===== config.mk =====
export PLATFORM = sky130hd
export DESIGN_NAME = wb_arbiter
export DESIGN_NICKNAME = d
export VERILOG_FILES = /design/src/rtl/wb_arbiter.sv
export SDC_FILE = /design/constraint.sdc
export NUM_CORES = 1
export LEC_CHECK = 0
export BUFFER_PORTS_ARGS = -buffer_cell sky130_fd_sc_hd__buf_2
export CORE_MARGIN = 4
export CORE_UTILIZATION = 55
export DETAILED_ROUTE_END_ITERATION = 8
export PLACE_DENSITY = 0.89
export SLEW_MARGIN = 20
export SYNTH_ARGS = -nofsm -noshare
export SYNTH_HDL_FRONTEND = slang
export SYNTH_SLANG_ARGS = --single-unit
export TNS_END_PERCENT = 30

===== constraint.sdc =====
create_clock -name i_clk -period 3.3 [get_ports i_clk]
set_input_delay 0.495 -clock i_clk [delete_from_list [all_inputs] [get_ports i_clk]]
set_output_delay 0.495 -clock i_clk [all_outputs]
set_load 0.1 [all_outputs]

===== src/rtl/wb_arbiter.sv =====
// Writeback arbiter for the register-file write port.
// ALU results have priority. Load responses are extended at push time
// and buffered in a small FIFO. A starvation counter forces a FIFO pop
// after MAX_STARVE consecutive ALU wins while loads are waiting.
module wb_arbiter #(
  parameter int FIFO_DEPTH = 2,
  parameter int MAX_STARVE = 4
) (
  input  logic        i_clk,
  input  logic        i_reset,
  input  logic        i_alu_valid,
  input  logic [4:0]  i_alu_rd_addr,
  input  logic [31:0] i_alu_rd_data,
  output logic        o_alu_stall,
  input  logic        i_mem_valid,
  output logic        o_mem_ready,
  input  logic [4:0]  i_mem_rd_addr,
  input  logic [31:0] i_mem_data,
  input  logic [2:0]  i_mem_funct3,
  input  logic [1:0]  i_mem_addr_lo,
  output logic [4:0]  o_rd_addr,
  output logic [31:0] o_rd_data,
  output logic        o_rd_wren
);

  localparam int PTR_W = (FIFO_DEPTH > 1) ? $clog2(FIFO_DEPTH) : 1;
  localparam int CNT_W = $clog2(FIFO_DEPTH + 1);
  localparam int STV_W = (MAX_STARVE > 0) ? $clog2(MAX_STARVE + 1) : 1;

  localparam logic [PTR_W-1:0] PTR_LAST = PTR_W'(FIFO_DEPTH - 1);
  localparam logic [CNT_W-1:0] DEPTH_C  = CNT_W'(FIFO_DEPTH);
  localparam logic [STV_W-1:0] STARVE_C = STV_W'(MAX_STARVE);

  typedef struct packed {
    logic [4:0]  addr;
    logic [31:0] data;
  } entry_t;

  entry_t            mem_q [FIFO_DEPTH];
  entry_t            mem_d [FIFO_DEPTH];
  logic [PTR_W-1:0]  rd_ptr_q, rd_ptr_d;
  logic [PTR_W-1:0]  wr_ptr_q, wr_ptr_d;
  logic [CNT_W-1:0]  count_q, count_d;
  logic [STV_W-1:0]  starve_q, starve_d;
  logic [4:0]        rd_addr_q, rd_addr_d;
  logic [31:0]       rd_data_q, rd_data_d;
  logic              rd_wren_q, rd_wren_d;

  logic              fifo_empty;
  logic              force_pop;
  logic              pop;
  logic              push;
  logic              mem_ready;
  entry_t            push_entry;

  // Byte/half selection with sign or zero extension; LW and unknown codes pass the word.
  function automatic logic [31:0] load_extend(input logic [31:0] word,
                                              input logic [2:0]  funct3,
                                              input logic [1:0]  off);
    logic signed [7:0]  byte_s;
    logic signed [15:0] half_s;
    logic [31:0]        res;
    case (off)
      2'd0:    byte_s = word[7:0];
      2'd1:    byte_s = word[15:8];
      2'd2:    byte_s = word[23:16];
      default: byte_s = word[31:24];
    endcase
    half_s = off[1] ? word[31:16] : word[15:0];
    case (funct3)
      3'b000:  res = 32'(byte_s);
      3'b100:  res = {24'b0, byte_s};
      3'b001:  res = 32'(half_s);
      3'b101:  res = {16'b0, half_s};
      default: res = word;
    endcase
    return res;
  endfunction

  // Circular pointer advance that also works for non power-of-two depths.
  function automatic logic [PTR_W-1:0] ptr_next(input logic [PTR_W-1:0] ptr);
    return (ptr == PTR_LAST) ? '0 : ptr + PTR_W'(1);
  endfunction

  // Arbitration, FIFO bookkeeping and next output-register values.
  always_comb begin
    fifo_empty = (count_q == '0);
    force_pop  = !fifo_empty && (starve_q == STARVE_C);
    mem_ready  = (count_q < DEPTH_C);
    push       = i_mem_valid && mem_ready;
    pop        = force_pop || (!i_alu_valid && !fifo_empty);

    push_entry.addr = i_mem_rd_addr;
    push_entry.data = load_extend(i_mem_data, i_mem_funct3, i_mem_addr_lo);

    mem_d     = mem_q;
    rd_ptr_d  = rd_ptr_q;
    wr_ptr_d  = wr_ptr_q;
    count_d   = count_q;
    starve_d  = starve_q;
    rd_addr_d = rd_addr_q;
    rd_data_d = rd_data_q;
    rd_wren_d = 1'b0;

    if (pop) begin
      rd_addr_d = mem_q[rd_ptr_q].addr;
      rd_data_d = mem_q[rd_ptr_q].data;
      rd_wren_d = (mem_q[rd_ptr_q].addr != 5'd0);
      rd_ptr_d  = ptr_next(rd_ptr_q);
      starve_d  = '0;
    end else if (i_alu_valid) begin
      rd_addr_d = i_alu_rd_addr;
      rd_data_d = i_alu_rd_data;
      rd_wren_d = (i_alu_rd_addr != 5'd0);
      if (fifo_empty) begin
        starve_d = '0;
      end else if (starve_q != STARVE_C) begin
        starve_d = starve_q + STV_W'(1);
      end
    end else begin
      starve_d = '0;
    end

    if (push) begin
      mem_d[wr_ptr_q] = push_entry;
      wr_ptr_d        = ptr_next(wr_ptr_q);
    end

    case ({push, pop})
      2'b10:   count_d = count_q + CNT_W'(1);
      2'b01:   count_d = count_q - CNT_W'(1);
      default: count_d = count_q;
    endcase
  end

  // Control state and output register; reset discards buffered entries.
  always_ff @(posedge i_clk) begin
    if (i_reset) begin
      rd_ptr_q  <= '0;
      wr_ptr_q  <= '0;
      count_q   <= '0;
      starve_q  <= '0;
      rd_addr_q <= '0;
      rd_data_q <= '0;
      rd_wren_q <= 1'b0;
    end else begin
      rd_ptr_q  <= rd_ptr_d;
      wr_ptr_q  <= wr_ptr_d;
      count_q   <= count_d;
      starve_q  <= starve_d;
      rd_addr_q <= rd_addr_d;
      rd_data_q <= rd_data_d;
      rd_wren_q <= rd_wren_d;
    end
  end

  // FIFO storage holds data only; validity is tracked by count/pointers.
  always_ff @(posedge i_clk) begin
    mem_q <= mem_d;
  end

  assign o_mem_ready = !i_reset && mem_ready;
  assign o_alu_stall = !i_reset && force_pop;
  assign o_rd_addr   = rd_addr_q;
  assign o_rd_data   = rd_data_q;
  assign o_rd_wren   = rd_wren_q;

endmodule


Word level (Yosys, flattened, before mapping)
Index checks and enable logic that the tools add are counted.

$add $sub $neg: 5. Multiply operators: 0. Divide/modulo/power cells: 0. $lt $le $gt $ge: 4. Equal/unequal tests: 9. Shift-type cells: 0. Multiplexer cells: 18. Bitwise operators: 3. Reductions and logical operators: 18.

Operator list (number): $mux 37 (4); $pmux 32 s4 (1); $bwmux 74 (1); $mux 32 (2); $demux 37 s1 (1); $pmux 8 s3 (1); $mux 16 (1); $mux 5 (2); $reduce_bool 5->1 (2); $eq 3x3->1 const B (3); $logic_and 1x1->1 (6); $eq 2x1->1 const B (2); $eq 2x2->1 const B (2); $ge 2x2->1 const B (2); $logic_not 2->1 (2); $mux 1 (4); $not 1->2 (2); $pmux 2 s2 (1); $reduce_bool 2->1 (2); $reduce_or 4->1 (1); $add 3x1->3 const B (1); $eq 3x1->1 const B (1); $logic_not 1->1 (3); $logic_not 3->1 (1); 8 further kinds (9).

Register bits after elaboration: 119. Latch bits: 0. Bits in writable memories: 0. Memory bits (read-only): 0. Input bits: 83. Output and inout bits: 40. Logic and storage cells: 68. Memories: 0.

Depth between registers and ports, before layout
Gate-level depths: netlist of the first run.

Depth after elaboration: 6. Gate-level depth with buffers: 11. Mapped depth without buffers: 9.

Worst setup path before layout of the first run
Ideal clock, no wire load.

Path kind: in2out. From: in i_reset. To: out o_alu_stall. Data arrival time: 2.969 ns. Data required time: 2.805 ns. Slack: -0.164 ns. Stages: 3. Buffers on the path: 2. Cell sequence: clkbuf_1 -> clkbuf_1 -> nor3_1.

Word-level cells in the longest chain between the ends: 2.

Ends and longest elaborated chain: start: declaration (RTL line 10) `input logic i_reset,`; $logic_not 1->1 (RTL line 163) `assign o_alu_stall = !i_reset && force_pop;`; $logic_and 1x1->1 (RTL line 163); end: declaration (RTL line 14) `output logic o_alu_stall,`.

Every way passes these cells.

Worst setup path in the final report of the first run
From: reg starve_q[0]. To: out o_alu_stall.

Word-level cells in the longest chain between the ends: 3.

Ends and longest elaborated chain: start: declaration (RTL line 44) `logic [STV_W-1:0] starve_q, starve_d;`; start signal: assignment (RTL line 150) `starve_q <= starve_d;`; $eq 3x3->1 (RTL line 88) `force_pop = !fifo_empty && (starve_q == STARVE_C);`; $logic_and 1x1->1 (RTL line 88); $logic_and 1x1->1 (RTL line 163).

Every way passes these cells.

==> results of run 1 <==
per-layer routing:
layer  GRT usage [%]  part of all wire [%]
met4            9.11                   2.5
met3            6.33                   8.6
met5               0                     0
met2            40.2                    49
met1            32.3                    40
worst paths after layout:
path | startpoint | endpoint | slack [ps] | depth (start not counted)
min reg2reg | starve_q[0]$_SDFFE_PP0P_ | starve_q[0]$_SDFFE_PP0P_ | 470 | 1
max reg2reg | starve_q[0]$_SDFFE_PP0P_ | count_q[1]$_SDFFE_PP0P_ | 1200 | 8
max | starve_q[0]$_SDFFE_PP0P_ | o_alu_stall | 960 | 5
min | i_mem_rd_addr[1] | mem_q[33]$_DFFE_PP_ | 180 | 1
registers in the layout, indices dropped and copies added (netlist names):
signal,flops
mem_q,74
o_rd_data,32
o_rd_addr,5
starve_q,3
count_q,2
o_rd_wren,1
rd_ptr_q,1
wr_ptr_q,1
through the flow:
step | hold slack (ps) | cell area, sq um | util [%] | power (uW)
detailed placement | 462 | 6430 | 62.6 | 4490
finish | 176 | 7060 | 68.7 | 6450
global placement | 449 | 6430 | 62.6 | 4430
global route | 152 | 7060 | 68.7 | 6700
floorplan | 432 | 5800 | - | 4060
CTS | 154 | 7060 | 68.7 | 6450
synthesized netlist by cell type (7+ instances only):
cell / n
clkbuf_1: 11
a22oi_1: 22
mux4_2: 8
a311oi_1: 22
inv_1: 15
a221oi_1: 22
edfxtp_1: 74
o22ai_1: 7
nor2_1: 16
buf_2: 33
a21oi_1: 33
nor2b_1: 16
mux2_2: 38
a22o_1: 7
dfxtp_1: 45
o21ai_0: 9
a221o_1: 8
a211oi_1: 15
nand2_1: 63
kinds of logic (layout without fill, tap and decap cells):
group,count (synthesis),in the layout,share of synthesized area (%)
muxes,47,47,10.7
xor gates and xnor gates,3,3,0.453
buffers and inverters,62,177,4.98
DFF,119,119,53.9
AOI/OAI and AO/OA,155,155,19.7
and+or+nand+nor,117,117,9.69
adders and majority gates,3,3,0.647
power by group through the flow:
stage          registers (uW)  clock network (uW)  logic [uW]
2_1_floorplan            2980                   0        1070
3_3_place_gp             2130                   0        2300
3_5_place_dp             2150                   0        2340
4_1_cts                  2130                1940        2380
5_1_grt                  2160                2010        2530
6_report                 2130                1920        2400
cell type report:
type / instances / area, sq um
Clock buffer: 18 / 428
Clock inverter: 14 / 199
Fill cell: 753 / 3220
Inverter: 15 / 56.3
Multi-Input combinational cell: 325 / 2400
Sequential cell: 119 / 3120
Tap cell: 136 / 170
Timing Repair Buffer: 130 / 683
==> flow_summary_export.csv, run 1 <==
group,metric,value,unit
global_route,grt_pass1_wl,24600,um
floorplanning,start_util,56.4,%
logic_synthesis,netlist_area,5800,sq um
floorplanning,dieArea,12200,sq um
worst_setup_path,cpLargestDelayFamily,"buffers and inverters",
logic_synthesis,ys_types,45,
pwr,pwr-share-clk,29.8,%
route,dr_total_vias,4805,
worst_setup_path,end_kind,"output port",
clocking,cts-resized-gates,0,
pwr,leakagePower,0.00270,uW
logic_synthesis,synth.avg_cell_area,11.5,sq um
worst_setup_path,critPathKind,"register to output port",
floorplanning,die_x,111,um
layout,fin_nets,694,
worst_setup_path,path_cells,"inv_1, ha_1, nand2_1, nor3_2, buf_2",
pwr,p_int,3820,uW
logic_synthesis,synth_nets,592,
layout,layout_common_cells,"buf_2, edfxtp_1, nand2_1",
sta,fin_crit_sh,70.8,%
layout,area_growth,21.7,%
logic_synthesis,post-synth-top-area-cell,"edfxtp_1",
sta,period_needed,2340,ps
sta,fmax,0.428,GHz
floorplanning,num_rows,37,
sta,fin_skew,5.71,ps
worst_setup_path,crit_path_max_incr_delay,440,ps
layout,antenna_cells,0,
sta,hold_violations,0,
clocking,cts_tree,"built",
clocking,insertion_delay,520,ps
route,drt_wl_total,15000,um
pwr,swShare,40.7,%
sta,rsz0062_at_grt,"no",
logic_synthesis,ys_warn_count,0,
clocking,cts-buffers-inserted,17,
placed_design,dp.final_hpwl,9750,um
floorplanning,die_h,111,um
worst_setup_path,crit_fanout,5,
route,wl_per_cell,19.8,um
logic_synthesis,synth_edf_count,74,
sta,slew_viol_final,0,
clocking,cts-hold-fix-buffers,0,
placed_design,post-place-ws,945,ps
worst_setup_path,cp_slowest_cell,"buf_2",
placed_design,finalWeightedCongestion,0.931,
clocking,clock-sinks,119,
sta,fin_ws,963,ps
logic_synthesis,netlist.area_leader.share,38.3,%
logic_synthesis,ys_seq_elements,119,
pwr,combPwrFrac,37.2,%
logic_synthesis,ys_seq_area_share,53.9,%
route,vias_per_cell,6.35,
global_route,grt_pass1_vias,4793,
layout,final_cells,757,
global_route,antenna_found_initial,0,
layout,final_common_cell,"buf_2",
clocking,cts_buffer_depth,2,
global_route,grt.overflow.total,0,
global_route,grt_max_degree,54,
pwr,vdd_ir_drop_max,563,uV
route,drt.antenna.violating_nets,0,
clocking,root_buffer,"clkbuf_8",
global_route,grt_util_all_layers,24.8,%
clocking,htree_levels,4,
worst_setup_path,crit_buf_inv,2,
logic_synthesis,synth_flop_cell,"edfxtp_1",
sta,setup_tns,0,ps
logic_synthesis,synthArstFlopShare,0,%
floorplanning,io_pins,123,
job,maxCapViolCount,0,
min_path,hp-class,"input port to register",
pwr,switchingPower,2630,uW
pwr,seqPwrFrac,33.0,%
placed_design,portBuffers,122,
layout,final_layout_size_suffix_gt1_share,35.4,%
floorplanning,coreArea,10300,sq um
worst_setup_path,critPathLaunchType,"register",
route,drt-pass1-iter-count,5,
pwr,cellPowerDensity,914,nW/um^2
sta,slew_headroom,33.4,%
worst_setup_path,cp.required,2800,ps
logic_synthesis,yosys-top-cells-area,"edfxtp_1, dfxtp_1, mux2_2",
worst_setup_path,crit_arrival,1840,ps
sta,worstMarginPinSlew,997,ps
placed_design,post-place-cells,725,
clocking,clkTransAtPathRegs,60,ps
status,status,"completed",
logic_synthesis,synthCells,506,
route,drc,0,
clocking,post_cts_buffers,0,
sta,finalSetupViolCount,0,
route,dr.first_iter.drc_count,483,
(Power assumes the default switching activity.)
==> run 2, diff against run 1 <==
==> constraint.sdc (replaced) <==
create_clock -name i_clk -period 2.3 [get_ports i_clk]
set_input_delay 0.345 -clock i_clk [delete_from_list [all_inputs] [get_ports i_clk]]
set_output_delay 0.345 -clock i_clk [all_outputs]
set_load 0.1 [all_outputs]
==> flow_summary_export.csv, run 2 (same netlist as run 1, synthesis figures left out) <==
group,metric,value,unit
status,status,"completed",
floorplanning,num_rows,37,
sta,period_needed,2200,ps
worst_setup_path,crit_arrival,1860,ps
floorplanning,coreArea,10300,sq um
sta,fin_crit_sh,95.8,%
min_path,hp-class,"input port to register",
clocking,cts_tree,"built",
worst_setup_path,cp.required,1960,ps
min_path,min_to,"mem_q[71]$_DFFE_PP_",
clocking,insertion_delay,520,ps
worst_setup_path,r2r-end,"o_rd_data[16]$_SDFFE_PP0P_",
route,drt.antenna.violating_nets,0,
job,maxCapViolCount,0,
sta,rsz0062_at_grt,"no",
layout,fill_cells,715,
route,drc,0,
global_route,grt_util_all_layers,24.6,%
clocking,cts-buffers-inserted,17,
floorplanning,die_h,111,um
route,drt_wl_total,14900,um
sta,setup_tns,0,ps
global_route,grt.overflow.total,0,
layout,fin_nets,702,
worst_setup_path,crit_fanout,5,
layout,layout_common_cells,"buf_2, edfxtp_1, nand2_1",
worst_setup_path,r2r_cells,3,
min_path,worstHoldStart,"i_mem_rd_addr[2]",
worst_setup_path,path_cells,"inv_1, ha_1, nand2_1, nor3_2, buf_2",
sta,finalSetupViolCount,0,
layout,largest_reg_flops,74,
layout,final_cells,765,
placed_design,dp.final_hpwl,9940,um
clocking,clkTransAtPathRegs,60,ps
route,wl_per_cell,19.5,um
clocking,root_buffer,"clkbuf_8",
route,dr.first_iter.drc_count,501,
floorplanning,io_pins,123,
global_route,antenna_found_initial,0,
sta,worstMarginPinSlew,1010,ps
worst_setup_path,rr_startpoint,"count_q[1]$_SDFFE_PP0P_",
layout,antenna_cells,0,
global_route,grt_pass1_vias,4560,
pwr,vdd_ir_drop_max,860,uV
sta,fmax,0.454,GHz
clocking,cts-resized-gates,0,
min_path,min_path_cells,1,
placed_design,finalWeightedCongestion,0.911,
worst_setup_path,crit_buf_inv,2,
worst_setup_path,end_kind,"output port",
sta,holdWs,29.9,ps
layout,regMostFlops,"mem_q",
floorplanning,dieArea,12200,sq um
worst_setup_path,rrSetupSlack,240,ps
global_route,grt_max_degree,54,
worst_setup_path,cp_slowest_cell,"buf_2",
clocking,cts_buffer_depth,2,
floorplanning,die_x,111,um
worst_setup_path,critPathKind,"register to output port",
worst_setup_path,crit_path_max_incr_delay,440,ps
layout,seqCellArea,3120,sq um
clocking,htree_levels,4,
clocking,clock-sinks,119,
layout,area_growth,21.0,%
global_route,grt_pass1_wl,24000,um
placed_design,portBuffers,122,
route,dr_total_vias,4808,
layout,final_layout_size_suffix_gt1_share,34.7,%
route,vias_per_cell,6.28,
route,drt-pass1-iter-count,6,
floorplanning,start_util,56.4,%
layout,final_common_cell,"buf_2",
pwr,leakagePower,0.00271,uW
worst_setup_path,critPathLaunchType,"register",
placed_design,post-place-cells,731,
sta,fin_skew,8.42,ps
sta,slew_viol_final,0,
pwr,cellPowerDensity,1260,nW/um^2
sta,slew_headroom,32.6,%
layout,multi_input_area,2400,sq um
worst_setup_path,cpLargestDelayFamily,"buffers and inverters",
sta,hold_violations,0,
==> run 2: per-stage QoR <==
| step | total power, uW | setup slack [ps] | util, % | cell area, sq um |
|---|---|---|---|---|
| floorplan | 5820 | -346 | - | 5800 |
| global placement | 6360 | 281 | 63.0 | 6470 |
| detailed placement | 6460 | 234 | 63.0 | 6470 |
| CTS | 8840 | 75.7 | 68.3 | 7020 |
| global route | 9210 | 16.7 | 68.3 | 7020 |
| finish | 8820 | 95.8 | 68.3 | 7020 |
==> run 2: routing by layer <==
metal  wire length (um)  vias up  part of all wire (%)  track usage [%]
met2               7270      278                    49             39.8
li1                   -     2187                     -                -
met3               1320       43                   8.9             5.90
met1               5860     2300                    39             31.7
met5                  0        -                     0                0
met4                469        0                   3.1             10.5
==> run 2: final cells by class <==
cell class / instances / area share [%]
Multi-Input combinational cell: 325 / 34.2
Inverter: 15 / 0.803
Sequential cell: 119 / 44.5
Tap cell: 136 / 2.43
Timing Repair Buffer: 138 / 10.7
Clock buffer: 27 / 6.72
Clock inverter: 5 / 0.713
==> run 2: worst max path at each step <==
stage | to | start | depth (start not counted) | slack [ps]
finish | o_alu_stall | starve_q[0]$_SDFFE_PP0P_ | 5 | 100
global route | o_alu_stall | starve_q[0]$_SDFFE_PP0P_ | 5 | 20
CTS | o_alu_stall | starve_q[0]$_SDFFE_PP0P_ | 5 | 80
detailed placement | mem_q[11]$_DFFE_PP_ | i_mem_addr_lo[1] | 4 | 230
global placement | mem_q[11]$_DFFE_PP_ | i_mem_addr_lo[1] | 4 | 280
floorplan | mem_q[0]$_DFFE_PP_ | count_q[1]$_SDFFE_PP0P_ | 3 | -350
==> run 2: power by group <==
part	total, uW	switching, uW	internal, uW	leakage, uW
logic	3460	2560	905	0.00139
registers	3030	232	2800	0.00107
clock network	2330	847	1480	0.000258
total	8820	3640	5180	0.00271
==> run 2: worst reg2reg max path, stage by stage (launching register included) <==
cell and delay (ps):
dfxtp_1 400, o211ai_2 850, a22oi_1 270, a221oi_1 420
==> run 2: timing repair <==
| item | in CTS | in global routing |
|---|---|---|
| endpoints found under the hold margin | 4 | 0 |
| buffers inserted | 0 | 0 |
| hold buffers | 2 | 0 |
